`src/rtl/video_pkg.sv`:
```
// Shared video-stream definitions: default sizes and the buffered pixel word
// (start-of-frame flag alongside the data word).
package video_pkg;

   localparam int FIFO_DEPTH_DEF = 16;
   localparam int DATA_W_DEF     = 32;

   typedef struct packed {
      logic                  sof;
      logic [DATA_W_DEF-1:0] data;
   } px_word_t;

   function automatic int level_width(input int depth);
      return $clog2(depth) + 1;
   endfunction

endpackage

```
`src/rtl/sync_fifo.sv`:
```
// Single-clock first-word-fall-through FIFO with an occupancy output.
// Storage is not reset; the head word is only meaningful while not empty.
module sync_fifo
   import video_pkg::*;
#(
   parameter int WIDTH = DATA_W_DEF + 1,
   parameter int DEPTH = FIFO_DEPTH_DEF,
   localparam int AW   = $clog2(DEPTH),
   localparam int LW   = level_width(DEPTH)
) (
   input  logic             sys_clk,
   input  logic             sys_rst,
   input  logic             push,
   input  logic [WIDTH-1:0] push_data,
   input  logic             pop,
   output logic [WIDTH-1:0] head_data,
   output logic [LW-1:0]    level,
   output logic             empty,
   output logic             full
);

   logic [WIDTH-1:0] mem [DEPTH];
   logic [AW-1:0]    wr_ptr_reg;
   logic [AW-1:0]    rd_ptr_reg;
   logic [LW-1:0]    level_reg;
   logic             do_push;
   logic             do_pop;

   assign empty   = (level_reg == '0);
   assign full    = (level_reg == LW'(DEPTH));
   assign do_push = push & ~full;
   assign do_pop  = pop & ~empty;

   always_ff @(posedge sys_clk) begin
      if (do_push) begin
         mem[wr_ptr_reg] <= push_data;
      end
   end

   // Pointers wrap naturally because DEPTH is a power of two.
   always_ff @(posedge sys_clk or posedge sys_rst) begin
      if (sys_rst) begin
         wr_ptr_reg <= '0;
         rd_ptr_reg <= '0;
         level_reg  <= '0;
      end else begin
         if (do_push) begin
            wr_ptr_reg <= wr_ptr_reg + AW'(1);
         end
         if (do_pop) begin
            rd_ptr_reg <= rd_ptr_reg + AW'(1);
         end
         level_reg <= level_reg + LW'(do_push) - LW'(do_pop);
      end
   end

   assign head_data = mem[rd_ptr_reg];
   assign level     = level_reg;

endmodule

```
`src/rtl/wshb_stream_slave.sv`:
```
// Wishbone slave that buffers written words into a pixel stream FIFO; reads
// return the current FIFO occupancy. Frames delivered downstream are counted.
module wshb_stream_slave
   import video_pkg::*;
#(
   parameter int FIFO_DEPTH = FIFO_DEPTH_DEF,
   parameter int DATA_W     = DATA_W_DEF,
   localparam int LW        = level_width(FIFO_DEPTH)
) (
   input  logic              sys_clk,
   input  logic              sys_rst,
   input  logic              wb_cyc,
   input  logic              wb_stb,
   input  logic              wb_we,
   input  logic [31:0]       wb_adr,
   input  logic [DATA_W-1:0] wb_dat_ms,
   input  logic [DATA_W/8-1:0] wb_sel,
   output logic              wb_ack,
   output logic [DATA_W-1:0] wb_dat_sm,
   output logic              wb_err,
   output logic              wb_rty,
   output logic [DATA_W-1:0] px_data,
   output logic              px_sof,
   output logic              px_valid,
   input  logic              px_ready,
   output logic [15:0]       frame_cnt,
   output logic [LW-1:0]     level
);

   logic              req;
   logic              push;
   logic              pop;
   logic              fifo_empty;
   logic              fifo_full;
   logic [DATA_W:0]   head_word;
   logic              ack_reg;
   logic              ack_next;
   logic [DATA_W-1:0] dat_sm_reg;
   logic [DATA_W-1:0] dat_sm_next;
   logic [15:0]       frame_cnt_reg;
   logic              unused_sel;

   assign unused_sel = ^wb_sel;

   // Ack feeds back into req so every transfer costs at least two cycles.
   always_comb begin
      req         = wb_cyc & wb_stb & ~ack_reg;
      push        = req & wb_we & ~fifo_full;
      ack_next    = push | (req & ~wb_we);
      dat_sm_next = '0;
      if (req & ~wb_we) begin
         dat_sm_next = DATA_W'(level);
      end
   end

   always_ff @(posedge sys_clk or posedge sys_rst) begin
      if (sys_rst) begin
         ack_reg       <= 1'b0;
         dat_sm_reg    <= '0;
         frame_cnt_reg <= '0;
      end else begin
         ack_reg    <= ack_next;
         dat_sm_reg <= dat_sm_next;
         if (pop & px_sof) begin
            frame_cnt_reg <= frame_cnt_reg + 16'd1;
         end
      end
   end

   sync_fifo #(
      .WIDTH (DATA_W + 1),
      .DEPTH (FIFO_DEPTH)
   ) u_fifo (
      .sys_clk   (sys_clk),
      .sys_rst   (sys_rst),
      .push      (push),
      .push_data ({(wb_adr == 32'd0), wb_dat_ms}),
      .pop       (pop),
      .head_data (head_word),
      .level     (level),
      .empty     (fifo_empty),
      .full      (fifo_full)
   );

   assign px_valid  = ~fifo_empty;
   assign pop       = px_valid & px_ready;
   assign px_data   = head_word[DATA_W-1:0];
   assign px_sof    = head_word[DATA_W];
   assign wb_ack    = ack_reg;
   assign wb_dat_sm = dat_sm_reg;
   assign wb_err    = 1'b0;
   assign wb_rty    = 1'b0;
   assign frame_cnt = frame_cnt_reg;

endmodule
```
`config.mk`:
```
export PLATFORM = sky130hd
export DESIGN_NAME = wshb_stream_slave
export DESIGN_NICKNAME = d
export VERILOG_FILES = /design/src/rtl/video_pkg.sv /design/src/rtl/sync_fifo.sv /design/src/rtl/wshb_stream_slave.sv
export SDC_FILE = /design/constraint.sdc
export NUM_CORES = 1
export LEC_CHECK = 0
export ABC_AREA = 1
export CAP_MARGIN = 40
export CORE_ASPECT_RATIO = 1.2
export CORE_MARGIN = 8
export CORE_UTILIZATION = 53
export CTS_CLUSTER_DIAMETER = 150
export DETAILED_ROUTE_END_ITERATION = 8
export PLACE_DENSITY = 0.76
export REMOVE_ABC_BUFFERS = 1
export SYNTH_ARGS = -nofsm -noshare
export SYNTH_HDL_FRONTEND = slang
export SYNTH_SLANG_ARGS = --single-unit
```
`constraint.sdc`:
```
create_clock -name sys_clk -period 2.9 [get_ports sys_clk]
set_input_delay 0.87 -clock sys_clk [delete_from_list [all_inputs] [get_ports sys_clk]]
set_output_delay 0.87 -clock sys_clk [all_outputs]
set_load 0.01 [all_outputs]
```
==> impl_metrics.env <==
export IMPL_worst_slack_ns=-0.3609
export IMPL_finalNetCount=2074
export IMPL_cts_made_buffers=51
export IMPL_hp_class="register to register"
export IMPL_antenna_found_initial=1
export IMPL_cellPowerDensity_mw_per_mm2=985.8
export IMPL_drv_slew=0
export IMPL_path_common_cell="buf_12"
export IMPL_grt_pass1_vias=16140
export IMPL_cp_start_kind="register"
export IMPL_period_share_pct=112.4
export IMPL_ys_types=31
export IMPL_finish_utilization_pct=68.02
export IMPL_via_per_inst=6.243
export IMPL_numClockSinks=563
export IMPL_die_x_um=205.2
export IMPL_ios=164
export IMPL_worstPathMaxFanout=8
export IMPL_pre_cts_ws_ns=-0.05866
export IMPL_rsz0062_at_grt="yes"
export IMPL_ir_drop_v=0.0005818
export IMPL_postRouteWirelength_mm=63.81
export IMPL_clockBufferDepth=3
export IMPL_skew_ns=0.01416
export IMPL_maxSlewHeadroom_pct=60.74
export IMPL_ys_ff_latch=563
export IMPL_synth_area_per_cell_sq_um=12.94
export IMPL_cap_violations=0
export IMPL_crit_chain="buf_12 > buf_12 > buf_16 > buf_12 > o21ai_4 > o221ai_2 > nand3_2 > nand2_4 > buf_6"
export IMPL_insertion_delay_ns=0.58
export IMPL_grt_pass1_wl_mm=91.41
export IMPL_violations="negative setup slack"
export IMPL_largest_reg_flops=528
export IMPL_fillers=2627
export IMPL_num_rows=83
export IMPL_clock_fmax_mhz=306.7
export IMPL_crit_family="buffers and inverters"
export IMPL_synth_edf_count=528
export IMPL_setup_tns_ns=-8.910
export IMPL_grt_use_total_pct=23.82
export IMPL_synthArstFlopShare_pct=6.217
export IMPL_crit_required_ns=2.03
export IMPL_power_leakage_nw=9.964
export IMPL_final_hold_viol_count=0
export IMPL_die_y_um=243.0
export IMPL_cts_clk_slew_worst_paths_ns=0.06
export IMPL_start_util_pct=53.46
export IMPL_holdWs_ns=0.5151
export IMPL_slowest_delay_ns=0.53
export IMPL_root_buffer="clkbuf_16"
export IMPL_cp_end_kind="output port"
export IMPL_cts_htree_levels=2
export IMPL_drc_errors=0
export IMPL_die_area_sq_mm=0.04986
export IMPL_initialDrtViolationCount=2244
export IMPL_stdcell_count=2578
export IMPL_place_area_sq_mm=0.02560
export IMPL_overflow=0
export IMPL_numPortBuffers=130
export IMPL_syn_area_sq_mm=0.02276
export IMPL_worst_slew_pin_slew_ns=0.5870
export IMPL_synth_area_leader_cell="edfxtp_1"
export IMPL_dp_hpwl_mm=30.96
export IMPL_worst_path_buf_inv=5
export IMPL_finalCriticalPeriod_ns=3.261
export IMPL_dpl_cell_count=2420
export IMPL_setup_viol=33
export IMPL_synth_area_leaders="edfxtp_1 70%, nor2_1 5.4%, o21ai_0 5.1%"
export IMPL_ys_warn_count=0
export IMPL_register_area_sq_mm=0.01674
export IMPL_post_drt_wl_per_cell_um=24.75
export IMPL_place_gp_congestion=0.8546
export IMPL_synth_top_cell_area_share_pct=69.66
export IMPL_first_pass_iters=5
export IMPL_syn2layout_area_growth_pct=27.25
export IMPL_cpMaxStageDelayCell="dfrtp_4"
export IMPL_grt_max_degree=70
export IMPL_stdcell_area_sq_mm=0.02896
export IMPL_status="complete, but fails checks"
export IMPL_final_common_cell="edfxtp_1"
export IMPL_totalPowerFinal_mw=28.55
export IMPL_arrival_ns=2.39
export IMPL_multi_input_area_sq_mm=0.005776
export IMPL_antenna_left=0
export IMPL_layout_common_cells="528 x edfxtp_1, 287 x nor2_1, 123 x o21ai_0"
export IMPL_cts_tree="built"
export IMPL_design_core_area_sq_mm=0.04258
export IMPL_via_count=16100
export IMPL_synthFlopType="edfxtp_1"
export IMPL_drive_above_1_share_pct=19.26
export IMPL_syn_instance_count=1759
export IMPL_crit_type="register to output port"
export IMPL_yosysSeqAreaShare_pct=73.51
[synth_stat cells (8+ instances only)]
library cell,count
edfxtp_1,528
nand4_1,10
ha_1,12
xor2_1,13
inv_1,46
o21ai_1,24
nor2_1,330
buf_4,37
nand2_1,128
o221ai_1,54
nor4_1,8
nand3_1,65
clkbuf_1,56
o211ai_1,74
dfrtp_1,35
o22ai_1,37
buf_2,36
o21ai_0,234
[per-layer routing]
layer | wire length, um | global-route usage, % | vias up
li1 | - | - | 6907
met1 | 22420 | 28.99 | 7776
met2 | 31750 | 40.45 | 1204
met3 | 7172 | 4.424 | 208
met4 | 2468 | 11.26 | 0
met5 | 0 | 0 | -
[path summary, 6_finish.rpt]
check                           slack (ns)                    to  depth (start not counted)                  from
worst max-delay path                 -0.36           px_data[24]                          9  u_fifo.rd_ptr_reg[0]
worst min-delay path                  0.52         frame_cnt[15]                          2         frame_cnt[15]
worst max register to register        0.46       u_fifo.level[4]                         13       u_fifo.level[2]
worst min register to register        0.52         frame_cnt[15]                          2         frame_cnt[15]
max in group asynchronous             1.82  u_fifo.rd_ptr_reg[0]                          3               sys_rst
min in group asynchronous             0.71         frame_cnt[14]                          3               sys_rst
[worst register-to-register path: cells and delay by family (launching register included)]
kind                       cells  cell delay [ns]
DFF                            1             0.41
xor gates and xnor gates       1             0.15
AOI/OAI and AO/OA              1             0.14
adders and majority gates      4             1.07
and+or+nand+nor                4             0.39
buffers and inverters          3             0.20
[power breakdown]
| group | leakage, nW | switching (mW) | internal, mW | total (mW) |
|---|---|---|---|---|
| Combinational | 3.97 | 7.12 | 5.52 | 12.6 |
| Sequential | 5.22 | 0.244 | 9.18 | 9.43 |
| Clock | 0.778 | 2.89 | 3.59 | 6.49 |
[timing repair]
action / 4_1_cts / 5_1_grt
gates resized for setup: 345 / 107
setup endpoints to repair: 33 / 33
buffers inserted: 14 / 22
hold buffers: 0 / 0
gates cloned: 23 / 12
pin swaps: 78 / 54
[kinds of logic after synthesis]
family | count (synthesis) | share of synthesized area (%)
DFF | 563 | 73.51
and+or+nand+nor | 552 | 9.780
AOI/OAI and AO/OA | 425 | 11.25
buffers and inverters | 191 | 4.156
xor gates and xnor gates | 14 | 0.5387
adders and majority gates | 13 | 0.7476
other | 1 | 0.01648
[cell type report]
| class | instances | area share (%) |
|---|---|---|
| inverters | 50 | 0.6998 |
| multi-input cells | 1033 | 19.94 |
| clock inverters | 30 | 0.7862 |
| diodes | 1 | 0.008640 |
| repair buffers | 286 | 13.54 |
| clock buffers | 61 | 4.683 |
| repair inverters | 2 | 0.1426 |
| flip-flops and latches | 563 | 57.81 |
| well taps | 552 | 2.385 |
Power figures use the tool's default switching activity.
